[src/rtl/wb_arbiter_2m.sv]
// Two-master / one-slave Wishbone B3 classic arbiter.
// Round-robin grant held for a whole cyc, with a watchdog that ends
// stalled slave accesses by raising err to the granted master.
module wb_arbiter_2m #(
  parameter int DW      = 32,
  parameter int AW      = 32,
  parameter int TIMEOUT = 255
) (
  input  logic              clk,
  input  logic              rst_n,
  input  logic [AW-1:0]     m0_adr_i,
  input  logic [DW-1:0]     m0_dat_i,
  input  logic [DW/8-1:0]   m0_sel_i,
  input  logic              m0_we_i,
  input  logic              m0_cyc_i,
  input  logic              m0_stb_i,
  output logic [DW-1:0]     m0_dat_o,
  output logic              m0_ack_o,
  output logic              m0_err_o,
  input  logic [AW-1:0]     m1_adr_i,
  input  logic [DW-1:0]     m1_dat_i,
  input  logic [DW/8-1:0]   m1_sel_i,
  input  logic              m1_we_i,
  input  logic              m1_cyc_i,
  input  logic              m1_stb_i,
  output logic [DW-1:0]     m1_dat_o,
  output logic              m1_ack_o,
  output logic              m1_err_o,
  output logic [AW-1:0]     s_adr_o,
  output logic [DW-1:0]     s_dat_o,
  output logic [DW/8-1:0]   s_sel_o,
  output logic              s_we_o,
  output logic              s_cyc_o,
  output logic              s_stb_o,
  input  logic [DW-1:0]     s_dat_i,
  input  logic              s_ack_i,
  input  logic              s_err_i,
  output logic [1:0]        grant_o
);

  localparam int CW = (TIMEOUT > 0) ? $clog2(TIMEOUT + 1) : 1;
  localparam logic [CW-1:0] TMO = CW'(TIMEOUT);

  localparam logic [1:0] IDLE = 2'd0;
  localparam logic [1:0] GNT0 = 2'd1;
  localparam logic [1:0] GNT1 = 2'd2;

  logic [1:0]    state, state_nxt;
  logic          last;      // last-served master; 1 so m0 wins the first tie
  logic [CW-1:0] cnt;
  logic          mst_stb;
  logic          expire;

  // Next grant: arbitrate from IDLE, hold while cyc, hand off on release
  always_comb begin
    state_nxt = state;
    case (state)
      GNT0: begin
        if (!m0_cyc_i) state_nxt = m1_cyc_i ? GNT1 : IDLE;
      end
      GNT1: begin
        if (!m1_cyc_i) state_nxt = m0_cyc_i ? GNT0 : IDLE;
      end
      default: begin
        if (m0_cyc_i && m1_cyc_i) state_nxt = last ? GNT0 : GNT1;
        else if (m0_cyc_i)        state_nxt = GNT0;
        else if (m1_cyc_i)        state_nxt = GNT1;
        else                      state_nxt = IDLE;
      end
    endcase
  end

  // Watchdog expiry: a stalled strobe that reached the limit with no reply
  always_comb begin
    mst_stb = 1'b0;
    if (state == GNT0) mst_stb = m0_stb_i;
    if (state == GNT1) mst_stb = m1_stb_i;
    expire = (TIMEOUT != 0) && mst_stb && (cnt == TMO) && !s_ack_i && !s_err_i;
  end

  // Combinational bus steering for the granted master
  always_comb begin
    s_adr_o  = '0;
    s_dat_o  = '0;
    s_sel_o  = '0;
    s_we_o   = 1'b0;
    s_cyc_o  = 1'b0;
    s_stb_o  = 1'b0;
    m0_dat_o = '0;
    m0_ack_o = 1'b0;
    m0_err_o = 1'b0;
    m1_dat_o = '0;
    m1_ack_o = 1'b0;
    m1_err_o = 1'b0;
    grant_o  = 2'b00;
    case (state)
      GNT0: begin
        s_adr_o  = m0_adr_i;
        s_dat_o  = m0_dat_i;
        s_sel_o  = m0_sel_i;
        s_we_o   = m0_we_i;
        s_cyc_o  = m0_cyc_i;
        s_stb_o  = m0_stb_i && !expire;
        m0_dat_o = s_dat_i;
        m0_ack_o = s_ack_i;
        m0_err_o = s_err_i || expire;
        grant_o  = 2'b01;
      end
      GNT1: begin
        s_adr_o  = m1_adr_i;
        s_dat_o  = m1_dat_i;
        s_sel_o  = m1_sel_i;
        s_we_o   = m1_we_i;
        s_cyc_o  = m1_cyc_i;
        s_stb_o  = m1_stb_i && !expire;
        m1_dat_o = s_dat_i;
        m1_ack_o = s_ack_i;
        m1_err_o = s_err_i || expire;
        grant_o  = 2'b10;
      end
      default: ;
    endcase
  end

  // Grant state and last-served pointer
  always_ff @(posedge clk or negedge rst_n) begin
    if (!rst_n) begin
      state <= IDLE;
      last  <= 1'b1;
    end else begin
      state <= state_nxt;
      if (state == GNT0 && state_nxt != GNT0) last <= 1'b0;
      if (state == GNT1 && state_nxt != GNT1) last <= 1'b1;
    end
  end

  // Stall counter: counts unanswered strobe cycles within one grant
  always_ff @(posedge clk or negedge rst_n) begin
    if (!rst_n) begin
      cnt <= '0;
    end else if ((TIMEOUT == 0) || (state == IDLE) || (state_nxt != state) ||
                 !mst_stb || s_ack_i || s_err_i || expire) begin
      cnt <= '0;
    end else begin
      cnt <= cnt + CW'(1);
    end
  end

endmodule

[config.mk]
export PLATFORM = sky130hd
export DESIGN_NAME = wb_arbiter_2m
export DESIGN_NICKNAME = d
export VERILOG_FILES = /design/src/rtl/wb_arbiter_2m.sv
export SDC_FILE = /design/constraint.sdc
export NUM_CORES = 1
export LEC_CHECK = 0
export ABC_CLOCK_PERIOD_IN_PS = 2100
export CAP_MARGIN = 20
export CORE_AREA = 2 2 124 126
export CTS_BUF_LIST = sky130_fd_sc_hd__clkbuf_8
export DETAILED_ROUTE_END_ITERATION = 8
export DIE_AREA = 0 0 126 128
export PLACE_DENSITY = 0.56
export SLEW_MARGIN = 40
export SYNTH_ARGS = -nofsm -noshare
export SYNTH_HDL_FRONTEND = slang
export SYNTH_SLANG_ARGS = --single-unit
export TNS_END_PERCENT = 30
[constraint.sdc]
create_clock -name clk -period 2.1 [get_ports clk]
set_input_delay 0.42 -clock clk [delete_from_list [all_inputs] [get_ports clk]]
set_output_delay 0.42 -clock clk [all_outputs]
set_load 0.05 [all_outputs]
==> flow_summary.toml <==
[routing]
drt-wirelength-per-cell_um = 17.3
first_pass_iters = 4
drt_via_density = 4.51
dr.first_iter.drc_count = 141
route.vias.total = 3775
drt.antenna.violating_nets = 0
drt_wl_total_mm = 14.5
route.detailed.drc = 0

[critical_path]
cp_max_fo = 13
critical-path-slowest-cell = "dfrtp_1"
rr_endpoint = "cnt[3]"
r2r_setup_slack_ns = 0.02
ff2ff_path_depth = 9
worstPathCellList = "inv_2, buf_4, ha_4, inv_8, clkbuf_16, nor2_2, buf_6"
critical_path.top_delay_family = "buffers and inverters"
timing.setup.critical_path_class = "register to output port"
cp_data_arrival_time_ns = 1.75
reg2reg_from = "state[0]"
crit_end_element = "output port"
cp_slowest_stage_delay_ns = 0.42
cp_num_buf_inv = 5
setup.worst_path.start_class = "register"
worst-endpoint-required_ns = 1.68

[sta]
fin_worst_hold_slack_ns = 0.491
finClkSkew_ns = 0.00237
final_min_period_over_clock_period_pct = 103
timing.max_slew.rel_slack_pct = 65.7
setup_slack_ns = -0.0727
grt_setup_unrepaired = "true"
max_freq_mhz = 460
period_minus_slack_ns = 2.17
timing.final.setup_violations = 72
final-hold-violation-count = 0
fin_setup_tns_ns = -2.90
slew_viol_final = 0
worst_pin_slew_ns = 0.513

[logic_synthesis]
postSynthAreaPerCell_um2 = 6.55
ys_types = 40
synthArstFlopShare_pct = 100
synth_fp_nets = 507
synth.largest_area_cell = "a22oi_1"
synth.yosys.warnings = 0
number_of_flops_mapped_to_enable_cells_by_yosys = 0
mapped_area_um2 = 2120
synthCells = 323
synthTopCellsByArea = "a22oi_1, and2_1, nor2_1, dfrtp_1, ha_1"
top_ff_cell_synth = "dfrtp_1"
synth_top_area_share_pct = 24.8
synth-seq-cells = 11
ys_seq_area_share_pct = 13.1

[placement]
detailed_place_hpwl_mm = 11.6
place.detailed.instances = 821
place.port_buffers = 318
placedInstanceArea_um2 = 6950
gp_routability_congestion = 0.789

[die]
rows = 45
io-pin-count = 319
die-width_um = 126
die_height_um = 128
design.core.area_um2 = 14900
fp.dieArea_um2 = 16100
start_util_pct = 14.2

[hold_path]
hold_ep = "cnt[0]"
hold_path.startpoint = "cnt[0]"
timing.hold.worst.class = "register to register"
worst_hold_path.num_cells = 1

[layout]
area.growth.synth_to_final_pct = 257
layout_commonest_cell = "clkdlybuf4s50_1"
commonest_non_fill_non_tap_cells_in_the_layout = "clkdlybuf4s50_1, buf_12, and2_1, nor2_2, a22oi_1"
post_route_cells_drive_above_1_share_pct = 47.0
insertedDiodeCount = 0
final-instance-count-excl-fill = 837
finalNetCount = 834
post_route_design_area_um2 = 7570

[clock_tree]
clock_latency_ns = 0.23
total_clock_buffers_created_by_cts = 3
clock_transition_at_path_regs_ns = 0.05
cts_htree_levels = 1
tritoncts = "built"
clock-sinks = 11
ctsRootBufferMaster = "clkbuf_8"
cts_max_path_buffers = 2
cts_hold_repair.buffers = 0

[job]
drv.max_cap_violation_count = 0

[outcome]
violations_in_the_final_reports = "negative setup slack"
outcome = "finished, violations left"

[power_and_ir_drop]
cellPowerDensity_nw_per_um2 = 1370
power.ir.vdd_worst_uv = 607
leakagePower_nw = 2.85

[global_route]
grt_max_degree = 50
grt-ovfl-total = 0
first_pass_grt_wire_length_mm = 21.5
gr_usage_total_pct = 16.3
grt_pass1_vias = 4005
grt_antenna_before_repair = 1
==> report_power, final <==
| part | internal (mW) | switching (mW) |
|---|---|---|
| logic | 4.32 | 5.59 |
| registers | 0.248 | 0.0340 |
| clock network | 0.128 | 0.0754 |
==> per-stage QoR <==
step                util, %  power [mW]  worst slack, ns
detailed placement     46.8        9.37           -0.159
CTS                    50.1        10.2          -0.0901
floorplan                 -        5.26           -0.207
global placement       46.8        9.30           -0.175
finish                 50.9        10.4          -0.0727
global route           50.9        10.8           -0.138
==> kinds of logic (layout without fill, tap and decap cells) <==
group | Yosys count | after routing | share of synthesized area [%]
AOI/OAI and AO/OA | 91 | 91 | 31.7
xor gates and xnor gates | 6 | 6 | 2.48
adders and majority gates | 6 | 6 | 3.55
buffers and inverters | 40 | 366 | 8.16
DFF | 11 | 11 | 13.1
muxes | 3 | 3 | 1.48
and+or+nand+nor | 166 | 166 | 39.6
==> final cells by class <==
class	count	area, um^2
fillers	1361	7300
repair buffers	355	4750
multi-input cells	272	2230
flip-flops and latches	11	277
well taps	188	235
clock buffers	3	41.3
inverters	7	33.8
clock inverters	1	3.75
==> how the worst max path moves through the flow <==
stage | start | to | slack [ns] | depth (start not counted)
floorplan | state[0] | m1_err_o | -0.21 | 7
global placement | m0_stb_i | m1_err_o | -0.17 | 7
detailed placement | m0_stb_i | s_stb_o | -0.16 | 6
CTS | state[1] | m0_err_o | -0.09 | 8
global route | state[1] | s_stb_o | -0.14 | 7
finish | state[1] | s_dat_o[15] | -0.07 | 7
==> cell usage after synthesis (all sizes together) (2+ instances only) <==
library cell and count:
nor2 81, a22oi 70, and2 66, clkbuf 19, buf 14, dfrtp 10
inv 7, ha 6, nand2 5, o21ai 5, a21oi 4, xor2 4
nand3 3, nor2b 3, a211oi 2, a311oi 2, mux2i 2, xnor2 2
==> flip-flops by register name, summed over array words and instances, names as in the netlist <==
name / cells
cnt: 8
state: 2
last: 1
==> routing by layer <==
layer / GRT usage, % / vias to the layer above / wire, um
li1: - / 1779 / -
met1: 18.7 / 1751 / 5320
met2: 29.2 / 221 / 7380
met3: 5.76 / 22 / 1490
met4: 3.81 / 2 / 271
met5: 0 / - / 13
==> worst register-to-register path: stages (launching register included) <==
cell	delay, ns
dfrtp_1	0.38
inv_2	0.08
buf_4	0.15
ha_4	0.26
or3b_1	0.40
a311oi_2	0.27
a311oi_1	0.07
buf_4	0.15
nand4_4	0.14
nor2_1	0.07
==> repair_timing <==
action	in CTS	in global routing
resized for setup	85	18
pin swaps	4	6
endpoints found under the hold margin	0	0
buffers inserted	8	2
endpoints found under the setup margin	112	105
gates cloned	1	2
Power figures use the tool's default switching activity.
